$ cat config.mk
export PLATFORM = sky130hd
export DESIGN_NAME = speck_iter_core_flat
export DESIGN_NICKNAME = d
export VERILOG_FILES = /design/src/rtl/speck_iter_core_if.sv /design/src/rtl/speck_iter_core.sv /design/src/flat_wrapper.sv
export SDC_FILE = /design/constraint.sdc
export NUM_CORES = 1
export LEC_CHECK = 0
export CAP_MARGIN = 40
export CORE_AREA = 2 2 164 166
export CTS_CLUSTER_SIZE = 25
export DETAILED_ROUTE_END_ITERATION = 10
export DIE_AREA = 0 0 166 168
export MAX_ROUTING_LAYER = met4
export PLACE_DENSITY = 0.73
export SYNTH_ARGS = -nofsm -noshare
export SYNTH_HDL_FRONTEND = slang
export SYNTH_SLANG_ARGS = --single-unit
$ cat constraint.sdc
create_clock -name clock -period 8.4 [get_ports clock]
set_input_delay 1.68 -clock clock [delete_from_list [all_inputs] [get_ports clock]]
set_output_delay 1.68 -clock clock [all_outputs]
set_load 0.005 [all_outputs]
$ cat src/rtl/speck_iter_core_if.sv
// Handshake and data bundle between a SPECK block source/sink and speck_iter_core.
// The master modport is the side that drives blocks and keys and consumes results.
interface speck_iter_core_if #(
    parameter int WORD   = 16,
    parameter int ROUNDS = 22
);
    logic                     in_valid;
    logic                     in_ready;
    logic                     mode;
    logic [2*WORD-1:0]        din;
    logic [WORD*ROUNDS-1:0]   round_keys;
    logic                     out_valid;
    logic                     out_ready;
    logic [2*WORD-1:0]        dout;
    logic                     busy;

    modport master (
        output in_valid, mode, din, round_keys, out_ready,
        input  in_ready, out_valid, dout, busy
    );

    modport slave (
        input  in_valid, mode, din, round_keys, out_ready,
        output in_ready, out_valid, dout, busy
    );
endinterface

$ cat src/rtl/speck_iter_core.sv
// Iterative SPECK 2N/mN encrypt/decrypt engine, one round per clock.
// Latency: accept at edge E, out_valid after edge E+ROUNDS; result holds in DONE until out_ready.
module speck_iter_core #(
    parameter int WORD   = 16,
    parameter int ROUNDS = 22,
    parameter int ALPHA  = (WORD == 16) ? 7 : 8,
    parameter int BETA   = (WORD == 16) ? 2 : 3
) (
    input  logic              clock,
    input  logic              reset,
    speck_iter_core_if.slave  bus
);
    localparam int CW = (ROUNDS > 1) ? $clog2(ROUNDS) : 1;

    localparam logic [1:0] S_IDLE = 2'd0;
    localparam logic [1:0] S_RUN  = 2'd1;
    localparam logic [1:0] S_DONE = 2'd2;

    logic [1:0]          r_state;
    logic [CW-1:0]       r_cnt;
    logic                r_mode;
    logic [WORD-1:0]     r_x;
    logic [WORD-1:0]     r_y;
    logic [2*WORD-1:0]   r_dout;

    logic [WORD-1:0]     w_rk [ROUNDS];
    logic [CW-1:0]       w_kidx;
    logic [WORD-1:0]     w_key;
    logic [WORD-1:0]     w_ex;
    logic [WORD-1:0]     w_ey;
    logic [WORD-1:0]     w_dt;
    logic [WORD-1:0]     w_dy;
    logic [WORD-1:0]     w_ds;
    logic [WORD-1:0]     w_dx;
    logic [WORD-1:0]     w_nx;
    logic [WORD-1:0]     w_ny;
    logic                w_last;

    genvar gi;
    generate
        for (gi = 0; gi < ROUNDS; gi++) begin : g_rk
            assign w_rk[gi] = bus.round_keys[WORD*gi +: WORD];
        end
    endgenerate

    // Decryption walks the key schedule backwards with the same up-counter.
    assign w_kidx = r_mode ? (CW'(ROUNDS - 1) - r_cnt) : r_cnt;
    assign w_key  = w_rk[w_kidx];
    assign w_last = (r_cnt == CW'(ROUNDS - 1));

    assign w_ex = (((r_x >> ALPHA) | (r_x << (WORD - ALPHA))) + r_y) ^ w_key;
    assign w_ey = ((r_y << BETA) | (r_y >> (WORD - BETA))) ^ w_ex;

    assign w_dt = r_y ^ r_x;
    assign w_dy = (w_dt >> BETA) | (w_dt << (WORD - BETA));
    assign w_ds = (r_x ^ w_key) - w_dy;
    assign w_dx = (w_ds << ALPHA) | (w_ds >> (WORD - ALPHA));

    assign w_nx = r_mode ? w_dx : w_ex;
    assign w_ny = r_mode ? w_dy : w_ey;

    always_ff @(posedge clock) begin
        if (!reset) begin
            r_state <= S_IDLE;
            r_cnt   <= '0;
            r_mode  <= 1'b0;
            r_x     <= '0;
            r_y     <= '0;
            r_dout  <= '0;
        end else begin
            case (r_state)
                S_IDLE: begin
                    if (bus.in_valid) begin
                        r_x     <= bus.din[2*WORD-1:WORD];
                        r_y     <= bus.din[WORD-1:0];
                        r_mode  <= bus.mode;
                        r_cnt   <= '0;
                        r_state <= S_RUN;
                    end
                end
                S_RUN: begin
                    r_x <= w_nx;
                    r_y <= w_ny;
                    if (w_last) begin
                        r_dout  <= {w_nx, w_ny};
                        r_state <= S_DONE;
                    end else begin
                        r_cnt <= r_cnt + CW'(1);
                    end
                end
                S_DONE: begin
                    if (bus.out_ready) begin
                        r_state <= S_IDLE;
                    end
                end
                default: r_state <= S_IDLE;
            endcase
        end
    end

    // Gated by the reset pin so the core never advertises ready while held in reset.
    assign bus.in_ready  = (r_state == S_IDLE) && reset;
    assign bus.busy      = (r_state != S_IDLE);
    assign bus.out_valid = (r_state == S_DONE);
    assign bus.dout      = r_dout;
endmodule

$ cat src/flat_wrapper.sv
// flat-port wrapper written by rule: the top's interface ports become plain ports
module speck_iter_core_flat 
#(
    parameter int WORD   = 16,
    parameter int ROUNDS = 22,
    parameter int ALPHA  = (WORD == 16) ? 7 : 8,
    parameter int BETA   = (WORD == 16) ? 2 : 3
)
  (clock, reset, bus_in_valid, bus_mode, bus_din, bus_round_keys, bus_out_ready, bus_in_ready, bus_out_valid, bus_dout, bus_busy);
  speck_iter_core_if #(.WORD(WORD), .ROUNDS(ROUNDS)) bus_i ();
  input  logic clock;
  input  logic reset;
  input wire logic [$bits(bus_i.in_valid)-1:0] bus_in_valid;
  input wire logic [$bits(bus_i.mode)-1:0] bus_mode;
  input wire logic [$bits(bus_i.din)-1:0] bus_din;
  input wire logic [$bits(bus_i.round_keys)-1:0] bus_round_keys;
  input wire logic [$bits(bus_i.out_ready)-1:0] bus_out_ready;
  output wire logic [$bits(bus_i.in_ready)-1:0] bus_in_ready;
  output wire logic [$bits(bus_i.out_valid)-1:0] bus_out_valid;
  output wire logic [$bits(bus_i.dout)-1:0] bus_dout;
  output wire logic [$bits(bus_i.busy)-1:0] bus_busy;
  assign bus_i.in_valid = bus_in_valid;
  assign bus_i.mode = bus_mode;
  assign bus_i.din = bus_din;
  assign bus_i.round_keys = bus_round_keys;
  assign bus_i.out_ready = bus_out_ready;
  assign bus_in_ready = bus_i.in_ready;
  assign bus_out_valid = bus_i.out_valid;
  assign bus_dout = bus_i.dout;
  assign bus_busy = bus_i.busy;
  speck_iter_core #(.WORD(WORD), .ROUNDS(ROUNDS), .ALPHA(ALPHA), .BETA(BETA)) u_core (.clock(clock), .reset(reset), .bus(bus_i));
endmodule
# Word level (Yosys, flattened, before mapping)
# Cells that the tools add are included.
totals:
  rom_bits: 0
  latchBits: 0
  elab_cells: 53
  memories: 0
  ram_bits: 0
  register_bits: 72
  in_bits: 389
  output_inout_bits: 35
classes:
  div: 0
  magnitude_cmp: 1
  bitwise_logic: 9
  n_addsub: 4
  mul: 0
  n_eq_ne: 7
  n_shift: 0
  n_reduce_logical: 9
  n_mux: 17
ops:
  columns: ["cell", "count"]
  rows:
  - ["2-to-1 mux 16 bit", 6]
  - ["binary-select mux 16 bit (select 5 bit)", 1]
  - ["one-hot mux 16 bit (2 select lines)", 2]
  - ["XOR 16 bit", 4]
  - ["adder 16 bit", 1]
  - ["bitwise OR 14 x 16 -> 16 bit", 1]
  - ["bitwise OR 16 x 2 -> 16 bit", 1]
  - ["bitwise OR 16 x 7 -> 16 bit", 1]
  - ["bitwise OR 9 x 16 -> 16 bit", 1]
  - ["subtractor 16 bit", 1]
  - ["2-to-1 mux 5 bit", 3]
  - ["one-hot mux 5 bit (2 select lines)", 1]
  - [">= comparator 6 bit (second input constant)", 1]
  - ["2-to-1 mux 2 bit", 3]
  - ["inequality test 2 bit (second input constant)", 3]
  - ["NOT 5 -> 6 bit", 1]
  - ["one-hot mux 2 bit (3 select lines)", 1]
  - ["AND reduction 2 bit", 3]
  - ["AND reduction 3 bit", 2]
  - ["adder 5 x 1 -> 5 bit (second input constant)", 1]
  - ["equality test 5 bit (second input constant)", 1]
  - ["subtractor 5 bit (first input constant)", 1]
  - ["nonzero test 2 bit", 2]
  - ["equality test 2 x 1 -> 1 bit (second input constant)", 1]
  - ["4 further kinds", 4]

# Logic depth before layout (Yosys ltp)
# Gate-level depths: netlist (run 1).
logic_depth:
  ltp_word: 11
  depth_mapped: 25
  depth_no_buf: 19

# Worst setup path after synthesis (run 1)
# Ideal clock, no wire load.
synth_timing:
  kind: "register to register"
  start: "register u_core.r_cnt[1]"
  end: "register u_core.r_x[5]"
  required_time_ps: 8312
  synth_period_minus_slack_ps: 5559
  path_slack_ps: 2841
  path_buffers: 6
  stages_incl_launch_ff: 25
  setup_ps: 88
  arrival_ps: 5471
  cell_sequence: "dfxtp_1 -> buf_2 -> buf_1 -> inv_1 -> clkbuf_1 -> clkbuf_1 -> ha_1 -> mux2_4 -> buf_6 -> buf_2 -> mux4_2 -> a21o_1 -> a221oi_2 -> xor2_1 -> ha_1 -> fa_1 -> nor2b_1 -> o21ai_0 -> a21boi_0 -> o211ai_1 -> a21oi_1 -> nor3_1 -> a2111o_1 -> o2111a_1 -> nor4_2"
synth_via:
  elab_chain_len: 11
  word_cells_on_any_way: 12
  classes_between: "add/sub (2); mux (6); bitwise (4)"
synth_lines:
  columns: ["item", "line_no", "rtl"]
  rows:
  - ["start: declaration", "speck_iter_core.sv:20", "logic [CW-1:0] r_cnt;"]
  - ["start signal: assignment", "speck_iter_core.sv:88", "r_cnt <= r_cnt + CW'(1);"]
  - ["subtractor 5 bit", "speck_iter_core.sv:47", "assign w_kidx = r_mode ? (CW'(ROUNDS - 1) - r_cnt) : r_cnt;"]
  - ["2-to-1 mux 5 bit (*)", "speck_iter_core.sv:47", null]
  - ["NOT 5 -> 6 bit (implied by the code) (*)", "speck_iter_core.sv:48", "assign w_key = w_rk[w_kidx];"]
  - ["binary-select mux 16 bit (select 5 bit) (*)", "speck_iter_core.sv:48", null]
  - ["2-to-1 mux 16 bit (implied by the code) (*) (2 in a row)", "speck_iter_core.sv:48", null]
  - ["XOR 16 bit", "speck_iter_core.sv:56", "assign w_ds = (r_x ^ w_key) - w_dy;"]
  - ["subtractor 16 bit", "speck_iter_core.sv:56", null]
  - ["bitwise OR 16 x 7 -> 16 bit", "speck_iter_core.sv:57", "assign w_dx = (w_ds << ALPHA) | (w_ds >> (WORD - ALPHA));"]
  - ["2-to-1 mux 16 bit (*)", "speck_iter_core.sv:59", "assign w_nx = r_mode ? w_dx : w_ex;"]
  - ["one-hot mux 16 bit (2 select lines) (*)", "speck_iter_core.sv:71", "case (r_state)"]
  - ["end signal: assignment", "speck_iter_core.sv:74", "r_x <= bus.din[2*WORD-1:WORD];"]
  - ["end signal: assignment", "speck_iter_core.sv:82", "r_x <= w_nx;"]
  - ["end: declaration", "speck_iter_core.sv:22", "logic [WORD-1:0] r_x;"]
# Every way passes the cells marked *; elsewhere a longest branch is shown, timed or not. The select of a mux whose other input is x is not followed.
# A chain may end at the register's enable or synchronous reset.

# Worst setup path in the final report (run 1)
# Ends and elaborated chain as after synthesis.

==> results of run 1 <==
[placed cells by master (no fill, tap or decap), drive strengths merged, types with 6 or more instances in the layout]
master / n
clkdlybuf4s50: 423
nand2: 109
a21oi: 88
mux2i: 82
mux4: 77
dfxtp: 72
nor2: 68
o21ai: 60
xnor2: 57
ha: 37
a221oi: 30
o22ai: 27
xor2: 25
nand3: 22
buf: 22
nor3: 19
o211ai: 14
inv: 13
a22oi: 9
clkbuf: 9
o21a: 8
nor2b: 8
or3: 6
a21o: 6
a31oi: 6
a211oi: 6
[state kept, by name, summed over array words and instances (netlist names)]
register / flops
u_core.bus.dout: 32
u_core.r_mode: 1
u_core.r_cnt: 5
u_core.r_y: 16
u_core.r_x: 16
u_core.r_state: 2
[routing by layer]
| metal | up-vias | GRT usage |
|---|---|---|
| met5 | - | - |
| met4 | 0 | 0.0960 |
| met3 | 66 | 0.0480 |
| met2 | 474 | 0.577 |
| met1 | 4911 | 0.356 |
| li1 | 4635 | - |
[report_power, final]
part	switching (µW)	total (µW)	leakage [µW]	internal (µW)
Sequential	68.9	436	0.000590	367
Combinational	698	1350	0.00445	655
Clock	163	423	0.000156	261
Total	930	2210	0.00519	1280
[cell type report]
cell class	instances	share of cell area
clock inverters	7	0.00684
inverters	12	0.00324
repair buffers	445	0.319
diodes	5	0.000900
clock buffers	9	0.0162
multi-input cells	843	0.519
flip-flops and latches	72	0.104
well taps	341	0.0307
[kinds of logic after synthesis]
group,share of synthesized area
compound gates,0.227
simple gates,0.124
mux,0.287
buf+inv,0.0524
xor+xnor,0.0964
flops,0.158
fa+ha+maj,0.0552
[per-stage QoR]
| step | std cells | setup slack (ns) | util |
|---|---|---|---|
| floorplan | 1006 | 2.84 | - |
| global placement | 1711 | 2.08 | 0.513 |
| detailed placement | 1713 | 1.95 | 0.515 |
| CTS | 1729 | 2.08 | 0.527 |
| global route | 1733 | 1.61 | 0.528 |
| finish | 1734 | 2.01 | 0.528 |
[how the worst min path moves through the flow]
stage	slack (ns)	end	cells past startpoint	from
floorplan	0.45	u_core.bus.dout[0]	2	u_core.bus.dout[0]
global placement	0.45	u_core.bus.dout[0]	2	u_core.bus.dout[0]
detailed placement	0.45	u_core.bus.dout[5]	2	u_core.bus.dout[5]
CTS	0.46	u_core.bus.dout[5]	2	u_core.bus.dout[5]
global route	0.47	u_core.bus.dout[5]	2	u_core.bus.dout[5]
finish	0.46	u_core.bus.dout[6]	2	u_core.bus.dout[6]
[worst max-delay path, stage by stage (launching register included)]
cell and delay [ns]:
dfxtp_2 0.67, inv_1 0.13, ha_1 0.43, buf_4 0.42, mux2_4 0.63, mux4_2 0.41
a21o_1 0.26, a221oi_2 0.47, xor2_1 0.13, ha_1 0.24, fa_1 0.46, nor2b_1 0.12
o21ai_0 0.10, a21boi_0 0.38, o211ai_1 0.23, a21oi_1 0.22, nor3_1 0.11, a2111o_1 0.45
o2111a_1 0.14, nor4_2 0.21
==> impl_results.md, run 1 <==
* Worst-path clk slew at 0.06 ns
* M1 WL at 16700 µm
* CP startpoint: u_core.r_cnt[1]
* Clk_lat worst skew at 0.35 ns
* Asr flop ratio synth at 0
* Largest net degree at the start of global routing at 57
* Rows at 60
* Yosys warns at 0
* F_max at 157 MHz
* Slew Viols, Final at 0
* CP Max Fanout at 45
* Multi-input logic area at 0.00722 mm²
* Detail Route Antenna Nets at 0
* Reg2reg setup slack at 2.01 ns
* Hold_ws at 0.460 ns
* RSZ-0062 raised after global routing: no
* Root buf cell: clkbuf_16
* Worst EP arrival at 6.64 ns
* Max cap viols at 0
* Drt pass-1 iters at 5
* Startpoint Class: flop
* Worst slew pin tran at 0.897 ns
* Syn Nets at 1434
* Met2 wire len at 23400 µm
* Unique cell type count in the Yosys netlist at 76
* Layout area overhead at 52.5%
* Post-Syn Area at 0.00912 mm²
* Layout cell share with drive strength beyond 1 at 0.111
* Critical path endpoint category: flop
* Post-route DRC at 0
* Die height at 168 µm
* CTS Hold Bufs at 0
* Placed inst area at 0.0136 mm²
* Fillcell total at 2441
* I/O Buffers at 423
* DIE AREA at 0.0279 mm²
* DR WL/cell at 25.5 µm
* Routed via count at 10100
* Vias in the first global route at 10300
* Final Skew at 0.00810 ns
* Iter 0 DRT Violations at 862
* Synth area leader: mux4_2
* Area share of the largest cell type after synthesis at 0.175
* Reg area at 0.00145 mm²
* Synth area leaders: mux4_2 (18%), dfxtp_1 (16%), mux2i_1 (9.0%)
* R2R Path End: u_core.r_x[5]
* Starting density of the core at 0.346
* Setup TNS at 0 ns
* Most common cell in the netlist: nand2_1
* Cts bufs inserted at 9
* Num Clock Sinks at 72
* Global-route wire length before repair at 63900 µm
* Uppermost routed layer: met4
* Met3 Wirelength at 2730 µm
* Commonest cells post-synth: nand2_1 (108), a21oi_1 (85), mux2i_1 (82)
* Wirelength, routed at 44100 µm
* Total GRT Usage at 0.316
* Worst Setup EP: u_core.r_x[5]
* Hold Path Class: flop to flop
* Worst Reg2Reg Path Length in Cells at 19
* WP data required at 8.66 ns
* Tot Pwr at 2210 µW
* Remaining Overflow, GRT at 0
* Worst r2r src: u_core.r_cnt[1]
* H-tree Lvls at 3
* Syn_area_per_cell at 9.07 µm²
* CTS tree: built
* Deepest clock path buffer count at 2
* Core area at 0.0264 mm²
* Max IR drop VDD at 0.000135 V
* Post-synth EDFFs at 0
* Final non-filler cell area at 0.0139 mm²
* Final Cycle Share at 0.760
* LEAKAGE at 0.00519 µW
* Post-synthesis sequential area ratio at 0.158
* RD Place Congestion at 1.00
* Die width at 166 µm
* Pwr Density at 159 mW/mm²
* Cts repair resizes at 0
* Post-DP HPWL at 37200 µm
* Final worst path period need at 6.39 ns
* Setup-failing EPs final at 0
* Kind of critical path: flop to flop
* Antenna violations before repair at 4
* Slew headroom at 0.400
* Hold Fails Final Rpt at 0
* Vias/cell at 5.82
* Nets at 1811
* Post-CTS setup buffers at 0
* IO Count at 424
* Status: completed
* Flops & latches, synth at 72
* Primary FF master, synth: dfxtp_1
* Post-Synthesis Cells at 1006
(Power assumes the default switching activity.)
==> run 2: changes to the inputs <==
--- a/config.mk
+++ b/config.mk
@@ -6,12 +6,12 @@
 export NUM_CORES = 1
 export LEC_CHECK = 0
 export CAP_MARGIN = 40
-export CORE_AREA = 2 2 164 166
+export CORE_AREA = 2 2 166 168
 export CTS_CLUSTER_SIZE = 25
 export DETAILED_ROUTE_END_ITERATION = 10
-export DIE_AREA = 0 0 166 168
+export DIE_AREA = 0 0 168 170
 export MAX_ROUTING_LAYER = met4
-export PLACE_DENSITY = 0.73
+export PLACE_DENSITY = 0.74
 export SYNTH_ARGS = -nofsm -noshare
 export SYNTH_HDL_FRONTEND = slang
 export SYNTH_SLANG_ARGS = --single-unit
==> constraint.sdc (replaced) <==
create_clock -name clock -period 5.39 [get_ports clock]
set_input_delay 1.078 -clock clock [delete_from_list [all_inputs] [get_ports clock]]
set_output_delay 1.078 -clock clock [all_outputs]
set_load 0.005 [all_outputs]
==> run 2 against run 1 <==
Clock-buffer cell count increased by 1. Largest power group unchanged. Largest cell class unchanged. First-iteration DRC count increased by 23%. Sequential share of layout area decreased by 0.097 points. Wire length increased by 12%. Die area increased by 2.4%.
==> impl_results.md, run 2 (synthesis gave the netlist of run 1 again) <==
* Rows at 60
* Max reg flops at 32
* Final Skew at 0.00914 ns
* RD Place Congestion at 1.01
* Max cap viols at 0
* Final Cycle Share at 0.961
* F_max at 193 MHz
* Die width at 168 µm
* Setup TNS at 0 ns
* Placed insts at 1725
* Pint at 2040 µW
* LEAKAGE at 0.00526 µW
* H-tree Lvls at 3
* Layout cell share with drive strength beyond 1 at 0.119
* Worst Reg2Reg Path Length in Cells at 17
* Sw frac at 0.417
* Global-route wire length before repair at 69400 µm
* Kind of critical path: input port to flop
* Clock power share at 0.189
* Total GRT Usage at 0.346
* I/O Buffers at 423
* Remaining Overflow, GRT at 0
* RSZ-0062 raised after global routing: no
* Final worst path period need at 5.18 ns
* Die height at 170 µm
* Pwr Density at 249 mW/mm²
* Worst slew pin tran at 0.904 ns
* R2R Path End: u_core.r_x[5]
* Worst path cell trace: clkdlybuf4s50_1 > mux4_2 > a21o_1 > a221oi_2 > xor2_1 > ha_1 > fa_1 > nor2b_1 > o21ai_0 > a21boi_0 > o211ai_1 > a21oi_1 > nor3_1 > a2111o_1 > o2111a_1 > nor4_2
* Num Clock Sinks at 72
* CTS Hold Bufs at 0
* DR WL/cell at 28.2 µm
* Switch Pwr at 1460 µW
* Largest net degree at the start of global routing at 56
* Worst-path clk slew at 0.06 ns
* Status: completed
* Hold Path Class: flop to flop
* Worst Setup EP: u_core.r_x[5]
* Startpoint Class: input port
* Hold Fails Final Rpt at 0
* Fillcell total at 2422
* DIE AREA at 0.0286 mm²
* Worst EP arrival at 5.42 ns
* Worst r2r src: u_core.r_mode
* Non-filler cells, final at 1757
* Vias in the first global route at 10400
* Slew headroom at 0.395
* Logic pwr share at 0.619
* Hold path start: u_core.bus.dout[0]
* Post-DP HPWL at 41900 µm
* Commonest cells after routing, fill and taps aside: clkdlybuf4s50_1 (423), nand2_1 (108), a21oi_1 (85), mux2i_1 (81), mux4_2 (71)
* CP startpoint: bus_round_keys[272]
* Drt pass-1 iters at 7
* Reg power frac at 0.192
* Deepest clock path buffer count at 2
* CTS tree: built
* Core area at 0.0267 mm²
* Wirelength, routed at 49500 µm
* Setup-failing EPs final at 0
* Post-route DRC at 0
* CP max stage delay at 0.55 ns
* Vias/cell at 5.94
* Reg2reg setup slack at 0.32 ns
* Starting density of the core at 0.342
* Layout area overhead at 53.9%
* Iter 0 DRT Violations at 1058
* Clk_lat worst skew at 0.34 ns
* Nets at 1823
* Antenna violations before repair at 20
* Most common cell after layout, fill and taps aside: clkdlybuf4s50_1
* Max IR drop VDD at 0.000170 V
* Slowest CP cell: mux4_2
* Post-CTS setup buffers at 0
* Cts bufs inserted at 9
* Critical path endpoint category: flop
* Root buf cell: clkbuf_16
* Detail Route Antenna Nets at 0
* Routed via count at 10400
* Cts repair resizes at 0
* CP Max Fanout at 3
* IO Count at 424
* WP data required at 5.63 ns
* Slew Viols, Final at 0
run 2: cell types whose count changed in the layout (fill, tap and decap cells not counted):
cell,before,now
buf_16,1,0
diode_2,5,16
buf_12,1,3
clkbuf_8,0,1
clkinv_2,2,1
buf_4,19,30
run 2: power groups by stage:
| stage | sequential, µW | clock [µW] | combinational [µW] |
|---|---|---|---|
| final | 673 | 662 | 2170 |
| after global routing | 674 | 687 | 2320 |
| after CTS | 669 | 662 | 2140 |
| after detailed placement | 681 | 0 | 2120 |
| after global placement | 682 | 0 | 2120 |
| after floorplan | 628 | 0 | 1370 |
run 2: metrics by stage:
step	util	cell area, µm²	worst slack (ns)	power, µW	hold slack [ns]
floorplan	-	9120	0.0391	1990	0.453
global placement	0.512	13600	0.131	2800	0.447
detailed placement	0.513	13700	-0.00998	2800	0.448
CTS	0.525	14000	0.274	3470	0.456
global route	0.527	14000	0.0167	3680	0.484
finish	0.527	14000	0.210	3500	0.454
run 2: worst min-delay path by stage:
stage,endpoint,cells after the start
floorplan,u_core.bus.dout[0],2
global placement,u_core.bus.dout[1],2
detailed placement,u_core.bus.dout[0],2
CTS,u_core.bus.dout[0],2
global route,u_core.bus.dout[8],2
finish,u_core.bus.dout[0],2
run 2: critical path, delay by kind of cell:
| kind | cells | cell delay, ns |
|---|---|---|
| AOI/OAI and AO/OA | 8 | 2.03 |
| adders and majority gates | 2 | 0.70 |
| muxes | 1 | 0.55 |
| buffers and inverters | 1 | 0.47 |
| and+or+nand+nor | 3 | 0.46 |
| xor gates and xnor gates | 1 | 0.13 |
run 2: layout make-up:
cell class / count / area, µm² / area share
clock buffer: 10 / 239 / 0.0170
antenna: 16 / 40.0 / 0.00285
clock inverter: 6 / 90.1 / 0.00642
sequential: 72 / 1450 / 0.103
timing repair buffer: 457 / 4530 / 0.323
multi-input combinational: 843 / 7220 / 0.514
inverter: 12 / 45.0 / 0.00321
tap: 341 / 427 / 0.0304
run 2: layer usage:
layer | up-vias | share of wire | global-route usage
met1 | 5110 | 0.40 | 0.402
li1 | 4672 | - | -
met5 | - | 0 | -
met4 | 0 | 0.041 | 0.136
met2 | 564 | 0.48 | 0.572
met3 | 93 | 0.080 | 0.0923
